File: config.mk
export PLATFORM = sky130hd
export DESIGN_NAME = id_decode_stage
export DESIGN_NICKNAME = d
export VERILOG_FILES = /design/src/rtl/id_decode_stage.sv
export SDC_FILE = /design/constraint.sdc
export NUM_CORES = 2
export LEC_CHECK = 0
export CAP_MARGIN = 0
export CORE_AREA = 4 4 311 389
export DETAILED_ROUTE_END_ITERATION = 8
export DIE_AREA = 0 0 315 393
export PLACE_DENSITY = 0.69
export SKIP_LAST_GASP = 1
export SLEW_MARGIN = 20
export SYNTH_ARGS = -nofsm -noshare
export SYNTH_HDL_FRONTEND = slang
export SYNTH_SLANG_ARGS = --single-unit
File: constraint.sdc
create_clock -name clk -period 7 [get_ports clk]
set_input_delay 1.4 -clock clk [delete_from_list [all_inputs] [get_ports clk]]
set_output_delay 1.4 -clock clk [all_outputs]
set_load 0.01 [all_outputs]
File: src/rtl/id_decode_stage.sv
// RV32I decode/register-read stage: decodes OP, OP-IMM and LUI, owns the register file,
// and registers the ID/EX bundle. Build option ID_BYPASS_EN selects write-first bypass
// instead of a one-cycle RAW stall.
module id_decode_stage #(
  parameter int NREG = 32
) (
  input  logic        clk,
  input  logic        reset,
  input  logic        in_valid,
  output logic        in_ready,
  input  logic [31:0] in_instr,
  input  logic        flush,
  input  logic        wb_we,
  input  logic [4:0]  wb_rd,
  input  logic [31:0] wb_data,
  output logic        id_ex_valid,
  output logic [31:0] id_ex_rs1_data,
  output logic [31:0] id_ex_rs2_data,
  output logic [31:0] id_ex_imm_i,
  output logic [4:0]  id_ex_rd,
  output logic        id_ex_wb_we,
  output logic [3:0]  id_ex_alu_opcode,
  output logic        id_ex_use_imm,
  output logic        id_ex_illegal
);

  localparam int IW = (NREG > 1) ? $clog2(NREG) : 1;

  localparam logic [6:0] OPC_OP    = 7'b0110011;
  localparam logic [6:0] OPC_OPIMM = 7'b0010011;
  localparam logic [6:0] OPC_LUI   = 7'b0110111;
  localparam logic [6:0] F7_BASE   = 7'b0000000;
  localparam logic [6:0] F7_ALT    = 7'b0100000;

  localparam logic [3:0] ALU_ADD  = 4'd0;
  localparam logic [3:0] ALU_SUB  = 4'd1;
  localparam logic [3:0] ALU_SLL  = 4'd2;
  localparam logic [3:0] ALU_SLT  = 4'd3;
  localparam logic [3:0] ALU_SLTU = 4'd4;
  localparam logic [3:0] ALU_XOR  = 4'd5;
  localparam logic [3:0] ALU_SRL  = 4'd6;
  localparam logic [3:0] ALU_SRA  = 4'd7;
  localparam logic [3:0] ALU_OR   = 4'd8;
  localparam logic [3:0] ALU_AND  = 4'd9;

  function automatic logic [3:0] base_alu(input logic [2:0] f3);
    logic [3:0] op;
    case (f3)
      3'b000:  op = ALU_ADD;
      3'b001:  op = ALU_SLL;
      3'b010:  op = ALU_SLT;
      3'b011:  op = ALU_SLTU;
      3'b100:  op = ALU_XOR;
      3'b101:  op = ALU_SRL;
      3'b110:  op = ALU_OR;
      default: op = ALU_AND;
    endcase
    return op;
  endfunction

  function automatic logic idx_ok(input logic [4:0] idx);
    return 32'(idx) < NREG;
  endfunction

  logic [6:0] opc, f7;
  logic [2:0] f3;
  logic [4:0] rs1, rs2, rd;
  assign opc = in_instr[6:0];
  assign rd  = in_instr[11:7];
  assign f3  = in_instr[14:12];
  assign rs1 = in_instr[19:15];
  assign rs2 = in_instr[24:20];
  assign f7  = in_instr[31:25];

  // Register file; x0 is never written and always reads 0.
  logic [31:0] rf_q [NREG];
  logic        rf_we;
  assign rf_we = wb_we && (wb_rd != 5'd0) && idx_ok(wb_rd);

  always_ff @(posedge clk) begin
    if (reset) begin
      for (int i = 0; i < NREG; i++) rf_q[i] <= '0;
    end else if (rf_we) begin
      rf_q[wb_rd[IW-1:0]] <= wb_data;
    end
  end

  logic rs1_hit, rs2_hit;
  assign rs1_hit = wb_we && (wb_rd != 5'd0) && (wb_rd == rs1);
  assign rs2_hit = wb_we && (wb_rd != 5'd0) && (wb_rd == rs2);

  logic [31:0] rs1_rd, rs2_rd;
  always_comb begin
    rs1_rd = '0;
    rs2_rd = '0;
    if (rs1 != 5'd0 && idx_ok(rs1)) rs1_rd = rf_q[rs1[IW-1:0]];
    if (rs2 != 5'd0 && idx_ok(rs2)) rs2_rd = rf_q[rs2[IW-1:0]];
`ifdef ID_BYPASS_EN
    if (rs1_hit) rs1_rd = wb_data;
    if (rs2_hit) rs2_rd = wb_data;
`endif
  end

  // Handshake: an instruction transfers on a posedge where in_valid && in_ready;
  // in_ready never depends on in_valid or flush, only on reset and (without bypass) RAW hazards.
`ifdef ID_BYPASS_EN
  assign in_ready = !reset;
`else
  assign in_ready = !reset && !(rs1_hit || rs2_hit);
`endif

  logic accept;
  assign accept = in_valid && in_ready;

  logic        dec_illegal, dec_use_imm, dec_rs1_zero, use_rs1, use_rs2;
  logic [3:0]  dec_alu;
  logic [31:0] dec_imm;

  always_comb begin
    dec_illegal  = 1'b1;
    dec_alu      = ALU_ADD;
    dec_use_imm  = 1'b0;
    dec_imm      = {{20{in_instr[31]}}, in_instr[31:20]};
    dec_rs1_zero = 1'b0;
    use_rs1      = 1'b0;
    use_rs2      = 1'b0;
    case (opc)
      OPC_OP: begin
        use_rs1 = 1'b1;
        use_rs2 = 1'b1;
        case (f3)
          3'b000: begin
            dec_alu     = (f7 == F7_ALT) ? ALU_SUB : ALU_ADD;
            dec_illegal = !(f7 == F7_BASE || f7 == F7_ALT);
          end
          3'b101: begin
            dec_alu     = (f7 == F7_ALT) ? ALU_SRA : ALU_SRL;
            dec_illegal = !(f7 == F7_BASE || f7 == F7_ALT);
          end
          default: begin
            dec_alu     = base_alu(f3);
            dec_illegal = (f7 != F7_BASE);
          end
        endcase
      end
      OPC_OPIMM: begin
        use_rs1     = 1'b1;
        dec_use_imm = 1'b1;
        case (f3)
          3'b001: begin
            dec_alu     = ALU_SLL;
            dec_illegal = (f7 != F7_BASE);
          end
          3'b101: begin
            dec_alu     = (f7 == F7_ALT) ? ALU_SRA : ALU_SRL;
            dec_illegal = !(f7 == F7_BASE || f7 == F7_ALT);
          end
          default: begin
            dec_alu     = base_alu(f3);
            dec_illegal = 1'b0;
          end
        endcase
      end
      OPC_LUI: begin
        dec_illegal  = 1'b0;
        dec_use_imm  = 1'b1;
        dec_imm      = {in_instr[31:12], 12'b0};
        dec_rs1_zero = 1'b1;
      end
      default: ;
    endcase
    if (!idx_ok(rd) || (use_rs1 && !idx_ok(rs1)) || (use_rs2 && !idx_ok(rs2)))
      dec_illegal = 1'b1;
  end

  logic        valid_q, valid_d, wb_we_q, wb_we_d, use_imm_q, use_imm_d, illegal_q, illegal_d;
  logic [31:0] rs1_data_q, rs1_data_d, rs2_data_q, rs2_data_d, imm_q, imm_d;
  logic [4:0]  rd_q, rd_d;
  logic [3:0]  alu_q, alu_d;

  // Fields hold on flush and bubbles; an illegal bundle carries zeros besides its flags.
  always_comb begin
    valid_d    = 1'b0;
    illegal_d  = illegal_q;
    wb_we_d    = wb_we_q;
    use_imm_d  = use_imm_q;
    rd_d       = rd_q;
    alu_d      = alu_q;
    rs1_data_d = rs1_data_q;
    rs2_data_d = rs2_data_q;
    imm_d      = imm_q;
    if (!flush && accept) begin
      valid_d    = 1'b1;
      illegal_d  = dec_illegal;
      wb_we_d    = !dec_illegal;
      use_imm_d  = !dec_illegal && dec_use_imm;
      rd_d       = dec_illegal ? 5'd0 : rd;
      alu_d      = dec_illegal ? ALU_ADD : dec_alu;
      rs1_data_d = (dec_illegal || dec_rs1_zero) ? 32'd0 : rs1_rd;
      rs2_data_d = dec_illegal ? 32'd0 : rs2_rd;
      imm_d      = dec_illegal ? 32'd0 : dec_imm;
    end
  end

  always_ff @(posedge clk) begin
    if (reset) begin
      valid_q    <= 1'b0;
      illegal_q  <= 1'b0;
      wb_we_q    <= 1'b0;
      use_imm_q  <= 1'b0;
      rd_q       <= '0;
      alu_q      <= '0;
      rs1_data_q <= '0;
      rs2_data_q <= '0;
      imm_q      <= '0;
    end else begin
      valid_q    <= valid_d;
      illegal_q  <= illegal_d;
      wb_we_q    <= wb_we_d;
      use_imm_q  <= use_imm_d;
      rd_q       <= rd_d;
      alu_q      <= alu_d;
      rs1_data_q <= rs1_data_d;
      rs2_data_q <= rs2_data_d;
      imm_q      <= imm_d;
    end
  end

  assign id_ex_valid      = valid_q;
  assign id_ex_illegal    = illegal_q;
  assign id_ex_wb_we      = wb_we_q;
  assign id_ex_use_imm    = use_imm_q;
  assign id_ex_rd         = rd_q;
  assign id_ex_alu_opcode = alu_q;
  assign id_ex_rs1_data   = rs1_data_q;
  assign id_ex_rs2_data   = rs2_data_q;
  assign id_ex_imm_i      = imm_q;

endmodule

==> impl_metrics.csv <==
group,metric,value,unit
run_status,status,"finished, final reports clean",
critical_path,critical_path_class,"in2out",
sta,setup_tns,0,ns
yosys,ys.flop_type,"edfxtp_1",
yosys,synth_cells,3788,
clocking,clkLatencyLatePin,0.76,ns
clocking,cts_root_buf,"clkbuf_16",
sta,slew_violations,0,
critical_path,crit_arrival,4.29,ns
clocking,hold_buffers,0,
critical_path,crit_fanout,10,
sta,holdWs,0.472,ns
final_layout,drive_above_1_share,24.4,%
floorplan,core_area,0.118,sq mm
clocking,clk_path_buf_depth,3,
place,io_buffer_count,183,
route,wire_per_inst,34.7,microns
yosys,syn_area_per_cell,15.4,sq um
yosys,async_flop_share,0,%
global_routing,grt_max_degree,111,
critical_path,crit_path_start_kind,"primary input",
floorplan,ios,184,
yosys,ys_warn_count,0,
floorplan,die_h,393,microns
global_routing,grt_pass1_wl,267,mm
power_and_ir_drop,ir_drop,0.213,mV
final_layout,stdcell_count,5496,
critical_path,cp-end-kind,"primary output",
route,final_antenna_net_count,0,
route,drc,0,
power_and_ir_drop,post-layout-total-power,0.0163,W
sta,fin_crit_sh,81.2,%
clocking,cts_resized,0,
global_routing,grt_pass1_vias,36567,
critical_path,required,5.60,ns
clocking,tritoncts,"done",
global_routing,globalRouteOverflowTotal,0,
power_and_ir_drop,powerDensity,247,mW/mm^2
place,place_area,0.0617,sq mm
route,vias,36429,
sta,rsz0062_at_grt,"false",
global_routing,top_usage_layer,"met2",
flow_run,cap_violations,0,
clocking,cts_setup_buffers,0,
yosys,synth_edf_count,1024,
global_routing,use_met1,38.7,%
sta,setup_viol,0,
sta,max_slew_margin,21.5,%
route,drt-initial-drc-count,5329,
yosys,synth-seq-cells,1133,
sta,min_period,5.69,ns
global_routing,grtUsageTotal,30.7,%
hold_path,hold_path.class,"reg2reg",
global_routing,grt_use_met3,6.90,%
yosys,synth_seq_area_share,56.4,%
final_layout,final_cell_area,0.0658,sq mm
clocking,h-tree-depth,3,
global_routing,antenna_found_initial,21,
place,place_congestion,0.852,
floorplan,start_util,49.6,%
place,dpl.cell_count,5270,
yosys,synth_cell_types,60,
sta,fmax,176,MHz
final_layout,area_growth_syn_to_layout,12.8,%
yosys,syn_area,0.0583,sq mm
final_layout,nFillCells,9185,
sta,tightest_slew,1.18,ns
final_layout,nets,3888,
floorplan,rows,141,
floorplan,dieArea,0.124,sq mm
route,via_per_inst,6.63,
clocking,cts.sinks,1133,
global_routing,gr-usage-met2,50.1,%
place,dp_hpwl,108,mm
sta,hold_violations,0,
power_and_ir_drop,p_leak,22.6,nW
sta,skew,0.0371,ns
clocking,clk_pin_slew,0.06,ns
route,wl,191,mm
floorplan,die_x,315,microns
route,dr.pass1.iters,6,
clocking,numCtsBuffers,115,
-- synth_stat cells (2+ instances only) --
cell / n / share of area [%]
a21oi_1: 22 / 0.19
nor4b_1: 2 / 0.030
buf_1: 34 / 0.22
or2_1: 2 / 0.021
or2_2: 50 / 0.54
o2bb2ai_1: 2 / 0.030
buf_2: 42 / 0.36
inv_1: 3 / 0.019
nand3_1: 30 / 0.26
mux2i_1: 230 / 3.9
mux4_2: 510 / 20
nand3b_1: 6 / 0.077
nor2b_1: 12 / 0.13
o211ai_1: 14 / 0.18
nand4_1: 8 / 0.086
o2bb2ai_2: 30 / 0.77
dfxtp_1: 109 / 3.7
nand2_1: 25 / 0.16
clkbuf_1: 319 / 2.1
nand2b_1: 6 / 0.064
nor3_1: 4 / 0.034
nor2_1: 60 / 0.39
a32o_1: 10 / 0.17
buf_6: 3 / 0.058
a22oi_1: 81 / 1.0
a221oi_1: 17 / 0.26
edfxtp_1: 1024 / 53
buf_4: 2 / 0.026
xnor2_1: 10 / 0.15
o22ai_1: 2 / 0.021
or3_1: 2 / 0.021
or3b_2: 2 / 0.030
mux2_2: 29 / 0.56
a21o_1: 3 / 0.039
a31oi_1: 2 / 0.021
a22o_1: 45 / 0.68
and2_1: 995 / 11
o21ai_0: 19 / 0.16
-- cell families (layout without fill, tap and decap cells) --
family                    after synthesis  count (layout)  share of synthesized area (%)
AOI/OAI and AO/OA                     258             258                           3.77
xor gates and xnor gates               11              11                          0.165
buffers and inverters                 403             498                           2.73
DFF                                  1133            1133                           56.4
muxes                                 769             769                           24.2
other                                   1              41                        0.00643
and+or+nand+nor                      1213            1213                           12.7
-- through the flow --
| step | util (%) | setup slack [ns] |
|---|---|---|
| after floorplan | - | 2.71 |
| after global placement | 52.4 | 1.35 |
| after detailed placement | 52.4 | 1.35 |
| after CTS | 55.9 | 1.34 |
| after global routing | 55.9 | 1.25 |
| final | 55.9 | 1.31 |
-- state kept, by name (all words and copies together) (netlist names) --
register / cells
id_ex_valid: 1
id_ex_rs2_data: 32
rf_q: 1024
id_ex_imm_i: 32
id_ex_rs1_data: 32
id_ex_use_imm: 1
id_ex_wb_we: 1
id_ex_alu_opcode: 4
id_ex_rd: 5
id_ex_illegal: 1
-- area by class of cell --
cell class	instances	area, sq um	share of cell area [%]
well taps	1573	1970	2.99
clock inverters	53	763	1.16
diodes	9	22.5	0.0342
flip-flops and latches	1133	32900	50.1
repair buffers	278	2560	3.89
multi-input cells	2283	24200	36.8
clock buffers	164	3300	5.01
inverters	3	11.3	0.0171
-- power breakdown --
part,switching (W),internal (W),total [W]
Clock,0.00273,0.00393,0.00667
Sequential,0.000168,0.00771,0.00788
Combinational,0.000979,0.000743,0.00172
-- cell usage in the layout (no fill, tap or decap), drive strengths merged, types with 10 or more instances in the layout --
cell type         n
clkbuf          164
nor2b            12
clkinv           29
o21ai            20
or2              52
nand2            25
edfxtp         1024
nand3            30
a221oi           17
buf             108
a21oi            22
bufinv           18
mux2             29
o211ai           14
dfxtp           109
conb             32
a22oi            81
clkdlybuf4s50   170
nor2             60
a22o             45
a32o             10
mux4            510
mux2i           230
xnor2            10
o2bb2ai          32
and2            996
-- critical path, cell delays in order --
cell             delay, ns
clkdlybuf4s50_1       0.65
or3_1                 0.64
o31a_1                0.40
and2_0                0.37
nor2_1                0.24
clkdlybuf4s50_1       0.57
-- metal layers --
layer,share of wire [%],wire length [microns]
met1,36,67800
met2,48,92000
met3,11,20200
met4,5.6,10700
met5,0.0058,11
-- final timing paths --
path | from | to | slack, ns | depth (start not counted)
setup / recovery | wb_rd[4] | in_ready | 1.31 | 6
hold / removal | id_ex_rs2_data[5]$_SDFFE_PP0P_ | id_ex_rs2_data[5]$_SDFFE_PP0P_ | 0.47 | 1
setup reg to reg | rf_q[31][1]$_SDFFCE_PN0P_ | id_ex_rs1_data[1]$_SDFFE_PP0P_ | 4.82 | 4
hold reg to reg | id_ex_rs2_data[5]$_SDFFE_PP0P_ | id_ex_rs2_data[5]$_SDFFE_PP0P_ | 0.47 | 1
Power figures use the tool's default switching activity.
